--- config.mk ---
export PLATFORM = sky130hd
export DESIGN_NAME = tone_sequencer
export DESIGN_NICKNAME = d
export VERILOG_FILES = /design/src/rtl/tone_sequencer.sv
export SDC_FILE = /design/constraint.sdc
export NUM_CORES = 1
export LEC_CHECK = 0
export ABC_AREA = 1
export CORE_UTILIZATION = 60
export CTS_CLUSTER_DIAMETER = 80
export DETAILED_ROUTE_END_ITERATION = 8
export PLACE_DENSITY = 0.88
export RECOVER_POWER = 100
export SYNTH_ARGS = -nofsm -noshare
export SYNTH_HDL_FRONTEND = slang
export SYNTH_SLANG_ARGS = --single-unit
export TNS_END_PERCENT = 100
--- constraint.sdc ---
create_clock -name clk -period 5.1 [get_ports clk]
set_input_delay 1.275 -clock clk [delete_from_list [all_inputs] [get_ports clk]]
set_output_delay 1.275 -clock clk [all_outputs]
set_load 0.01 [all_outputs]
--- src/rtl/tone_sequencer.sv ---
// -----------------------------------------------------------------------------
// tone_sequencer
//   Direct digital synthesis tone generator. A prescaler produces one sample
//   tick every PRESCALE+1 clocks; each tick advances a phase accumulator by the
//   tune register. The top 5 phase bits address an external combinational
//   32-entry sine table. The returned value is captured as the current sample
//   and also rendered as a 1-bit PWM stream.
//
//   Optional feature: define TONE_VOLUME_EN to add a 2-bit volume input. The
//   captured table value is then attenuated around mid-scale (8) by an
//   arithmetic right shift.
//
// Parameters
//   ACC_WIDTH  phase accumulator width (8..24)
//   PRESCALE   tick period is PRESCALE+1 clocks (2..65535)
//
// Ports
//   clk           single clock, rising edge
//   rst_n         asynchronous active-low reset
//   enable        level, 1 = generate tone
//   sync_clr      pulse, clears phase accumulator and prescaler
//   tune_word     phase increment per tick
//   tune_load     strobe capturing tune_word
//   rom_addr      registered sine table address (top 5 phase bits)
//   rom_data      sine table value for rom_addr, same cycle
//   volume        (TONE_VOLUME_EN only) attenuation shift 0..3
//   sample        registered current sample, offset binary (8 = zero)
//   sample_valid  one-cycle pulse when sample updates
//   pwm_out       registered PWM rendering of sample
//   dbg_state     current FSM state (IDLE=0, RUN=1, FETCH=2)
//
// Handshake: there is no backpressure. sample_valid is a single-cycle
// qualifier; sample holds its value until the next pulse.
// -----------------------------------------------------------------------------
module tone_sequencer #(
   parameter int ACC_WIDTH = 16,
   parameter int PRESCALE  = 15
) (
   input  logic                 clk,
   input  logic                 rst_n,
   input  logic                 enable,
   input  logic                 sync_clr,
   input  logic [ACC_WIDTH-1:0] tune_word,
   input  logic                 tune_load,
   output logic [4:0]           rom_addr,
   input  logic [3:0]           rom_data,
`ifdef TONE_VOLUME_EN
   input  logic [1:0]           volume,
`endif
   output logic [3:0]           sample,
   output logic                 sample_valid,
   output logic                 pwm_out,
   output logic [1:0]           dbg_state
);

   typedef enum logic [1:0] {
      IDLE  = 2'd0,
      RUN   = 2'd1,
      FETCH = 2'd2
   } state_t;

   localparam logic [15:0] PRE_MAX = 16'(PRESCALE);

   state_t               state_q, state_d;
   logic [15:0]          pre_cnt_q, pre_cnt_d;
   logic [ACC_WIDTH-1:0] phase_q, phase_d;
   logic [ACC_WIDTH-1:0] tune_q;
   logic [3:0]           sample_q;
   logic                 sample_valid_q;
   logic [3:0]           pwm_cnt_q;
   logic                 pwm_out_q;
   logic                 tick;
   logic [3:0]           capture_val;

   // Table value as it will be stored into sample.
`ifdef TONE_VOLUME_EN
   logic signed [4:0] vol_diff;
   logic signed [4:0] vol_shift;
   logic [4:0]        vol_res;

   always_comb begin
      vol_diff    = signed'({1'b0, rom_data}) - 5'sd8;
      vol_shift   = vol_diff >>> volume;
      vol_res     = unsigned'(vol_shift) + 5'd8;
      capture_val = vol_res[3:0];
   end
`else
   always_comb begin
      capture_val = rom_data;
   end
`endif

   always_comb begin
      state_d   = state_q;
      pre_cnt_d = pre_cnt_q;
      phase_d   = phase_q;
      tick      = 1'b0;
      case (state_q)
         IDLE: begin
            pre_cnt_d = '0;
            if (enable) state_d = RUN;
         end
         RUN: begin
            // Dropping enable wins over a tick: no accumulation on exit.
            if (!enable) begin
               state_d   = IDLE;
               pre_cnt_d = '0;
            end else if (pre_cnt_q == PRE_MAX) begin
               tick      = 1'b1;
               pre_cnt_d = '0;
               phase_d   = phase_q + tune_q;
               state_d   = FETCH;
            end else begin
               pre_cnt_d = pre_cnt_q + 16'd1;
            end
         end
         FETCH: begin
            if (enable) begin
               state_d   = RUN;
               pre_cnt_d = pre_cnt_q + 16'd1;
            end else begin
               state_d   = IDLE;
               pre_cnt_d = '0;
            end
         end
         default: state_d = IDLE;
      endcase
      // A clear swallows a coincident tick entirely: the FSM stays in RUN.
      if (sync_clr) begin
         phase_d   = '0;
         pre_cnt_d = '0;
         if (tick) state_d = state_q;
      end
   end

   always_ff @(posedge clk or negedge rst_n) begin
      if (!rst_n) begin
         state_q        <= IDLE;
         pre_cnt_q      <= '0;
         phase_q        <= '0;
         tune_q         <= '0;
         sample_q       <= 4'h8;
         sample_valid_q <= 1'b0;
         pwm_cnt_q      <= '0;
         pwm_out_q      <= 1'b0;
      end else begin
         state_q   <= state_d;
         pre_cnt_q <= pre_cnt_d;
         phase_q   <= phase_d;
         // The tick above used the old tune_q; the new word applies afterwards.
         if (tune_load) tune_q <= tune_word;
         if (state_q == FETCH) sample_q <= capture_val;
         sample_valid_q <= (state_q == FETCH);
         if (state_q != IDLE) pwm_cnt_q <= pwm_cnt_q + 4'd1;
         // Looking at the next state keeps pwm_out low for every IDLE cycle.
         pwm_out_q <= (state_d != IDLE) && (pwm_cnt_q < sample_q);
      end
   end

   assign rom_addr     = phase_q[ACC_WIDTH-1 -: 5];
   assign sample       = sample_q;
   assign sample_valid = sample_valid_q;
   assign pwm_out      = pwm_out_q;
   assign dbg_state    = state_q;

endmodule

==> results.py <==
metrics = {
    "drt": {
        "first_iter_violations": 124,
        "drt-total-wl_um": 7030,
        "vias": 2823,
        "drt_first_pass_iters": 4,
        "drtAntennaViolNets": 0,
        "wl_per_cell_um": 13.5,
        "drc": 0,
        "post_drt_via_cell_ratio": 5.41,
    },
    "yosys": {
        "synth_adder_area_share_pct": 9.16,
        "syn-num-nets": 454,
        "synthMuxAreaShare_pct": 5.15,
        "yosysWarnings": 0,
        "synth_area_per_cell_um2": 8.66,
        "ys_ff_latch": 60,
        "syn_inst": 404,
        "yosysSeqAreaShare_pct": 43.0,
        "synth_compound_area_share_pct": 11.1,
        "yosysTopAreaCell": "dfrtp_1",
        "synth-xor-area-share_pct": 4.26,
        "ys_top_cells_by_area": "dfrtp_1 42%, nand2_1 11%, ha_1 8.6%",
        "synth-async-reset-ratio_pct": 100,
        "netlist_area_mm2": 0.00350,
        "synth_edf_count": 0,
        "ys.flop_type": "dfrtp_1",
        "synth_top_family_by_area": "simple AND/OR/NAND/NOR gates",
        "synth_simple_gate_area_share_pct": 21.5,
        "synth_top_area_share_pct": 42.2,
        "synthDistinctLibCells": 40,
    },
    "finish": {
        "fin_util_pct": 72.8,
        "fin_nets": 495,
        "diodes": 0,
        "syn_to_final_growth_pct": 16.1,
        "final_area_mm2": 0.00406,
        "drive_gt1_share_pct": 9.33,
    },
    "pwr": {
        "ir_worst_vdd_v": 0.000236,
        "power_density_mw_per_mm2": 308,
        "p_leak_nw": 1.98,
    },
    "setup_path": {
        "crit_fanout": 10,
        "slowest_delay_ns": 0.92,
        "crit_chain": "dlygate4sd3_1 > nor3_1 > inv_1 > nand2_1 > xor2_1 > nor2_1",
        "crit_arrival_ns": 3.56,
        "path_delay_family": "simple AND/OR/NAND/NOR gates",
        "worst_ep_required_time_ns": 5.33,
        "crit_path_start_kind": "input port",
        "critical_path_buf_inv_count": 2,
        "worstSetupEndpointType": "register",
        "cp_slowest_cell": "nor3_1",
        "path_class": "in2reg",
    },
    "global_route": {
        "grtUsageTotal_pct": 26.5,
        "grt_max_degree": 44,
        "grt_pass1_wl_um": 12600,
        "antenna_found_initial": 0,
        "grt_pass1_vias": 2958,
        "grt_overflow": 0,
    },
    "sta": {
        "slew_violations": 0,
        "finalCritPeriodShare_pct": 65.1,
        "fin_skew_ns": 0.00753,
        "min_period_ns": 3.32,
        "setup_violations": 0,
        "max_freq_mhz": 301,
        "hold_viol_final": 0,
        "maxSlewHeadroom_pct": 23.3,
        "rsz0062_at_grt": "no",
        "tns_ns": 0,
        "tightest_slew_ns": 1.14,
    },
    "clock_tree": {
        "ctsHoldBuffers": 0,
        "cts_setup_buffers": 0,
        "clockBufferDepth": 2,
        "clockRootBuffer": "clkbuf_8",
        "cts_sinks": 60,
        "cts_max_level": 3,
        "cts_resized": 0,
        "clk_latency_ns": 0.35,
        "cts.clk_slew.worst_paths_ns": 0.07,
        "cts_buffers": 9,
        "cts_tree": "yes",
    },
    "placed_design": {
        "portBuffers": 37,
        "dpl.hpwl_um": 5170,
        "routabilityCongestion": 0.889,
        "place_area_mm2": 0.00390,
    },
    "job": {
        "drv_cap": 0,
    },
    "hold_path": {
        "worstHoldPathType": "reg2reg",
    },
    "die": {
        "dieWidth_um": 78.3,
        "core_mm2": 0.00557,
        "fp-row-count": 27,
        "initial_utilization_pct": 62.7,
        "die_h_um": 78.3,
        "dieArea_mm2": 0.00614,
        "io-pin-count": 38,
    },
    "outcome": {
        "status": "finished, final reports clean",
    },
}
cell usage after synthesis, drive strengths merged, types with 2 or more instances:
| cell | instances |
|---|---|
| o21ai | 23 |
| nor3 | 8 |
| nand3 | 15 |
| buf | 7 |
| o22ai | 4 |
| o31ai | 2 |
| a21oi | 24 |
| ha | 24 |
| nor2 | 35 |
| a21o | 2 |
| xnor2 | 6 |
| a22o | 3 |
| nand4 | 4 |
| nand2 | 106 |
| a21boi | 3 |
| dfrtp | 59 |
| mux2 | 16 |
| o21bai | 2 |
| o211ai | 2 |
| xor2 | 11 |
| inv | 38 |
| or2 | 2 |
worst paths after layout:
kind | start | end | slack (ns) | depth (start not counted)
worst max-delay path | sync_clr | pre_cnt_q[11] | 1.78 | 6
worst min-delay path | pwm_cnt_q[3] | pwm_cnt_q[3] | 0.49 | 1
worst max register to register | dbg_state[0] | pre_cnt_q[11] | 2.45 | 7
worst min register to register | pwm_cnt_q[3] | pwm_cnt_q[3] | 0.49 | 1
max in group asynchronous | rst_n | sample[3] | 2.99 | 2
min in group asynchronous | rst_n | phase_q[0] | 1.03 | 1
flip-flops by register name (all words and copies together) (netlist names):
| name | count |
|---|---|
| pre_cnt_q | 16 |
| sample_valid | 1 |
| tune_q | 16 |
| phase_q | 16 |
| pwm_out | 1 |
| sample | 4 |
| pwm_cnt_q | 4 |
| dbg_state | 2 |
metal layers:
metal,share of wire [%],vias up,routed length (um),track usage [%]
li1,-,1418,-,-
met1,42,1323,2970,29.9
met4,1.8,0,126,9.63
met2,51,65,3590,47.2
met5,0,-,0,0
met3,5.0,17,350,7.91
per-stage QoR:
stage | setup WS, ns | total power (W) | cells | hold WS (ns)
CTS | 2.41 | 0.00127 | 522 | 0.494
detailed placement | 2.25 | 0.000861 | 506 | 0.475
global placement | 2.30 | 0.000846 | 506 | 0.469
floorplan | 2.88 | 0.000754 | 404 | 0.449
finish | 1.78 | 0.00125 | 522 | 0.488
global route | 1.57 | 0.00132 | 522 | 0.514
layout make-up:
type,instances,area [um2]
repair buffers,38,372
well taps,72,90.1
clock buffers,11,131
fillers,418,1520
multi-input cells,297,1760
clock inverters,5,52.6
inverters,39,148
flip-flops and latches,60,1500
report_power, final:
group          internal (W)  switching [W]  total [W]
sequential         0.000524      0.0000353   0.000559
combinational      0.000120       0.000155   0.000275
clock              0.000223       0.000191   0.000414
logic make-up after synthesis:
kind of cell / count (synthesis)
AND/OR/NAND/NOR: 172
XOR/XNOR: 17
flip-flops: 60
AO/OA/AOI/OAI: 67
multiplexers: 16
buffers and inverters: 47
adder cells (fa/ha/maj): 25
placed cells by master, fill, tap and decap left out, types with 3 or more instances in the layout:
cell type	instances
inv_1	36
ha_1	24
o21ai_0	21
clkinv_2	4
nor3_1	6
xor2_1	11
clkdlybuf4s50_1	16
clkbuf_8	9
nor2_1	35
nand4_1	3
dlygate4sd3_1	20
xnor2_1	6
a21boi_0	3
a22o_1	3
mux2_2	16
nand3_1	14
a21oi_1	24
dfrtp_1	59
o22ai_1	4
nand2_1	104
clkbuf_1	3
No activity file was read; power rests on OpenSTA's default activity.
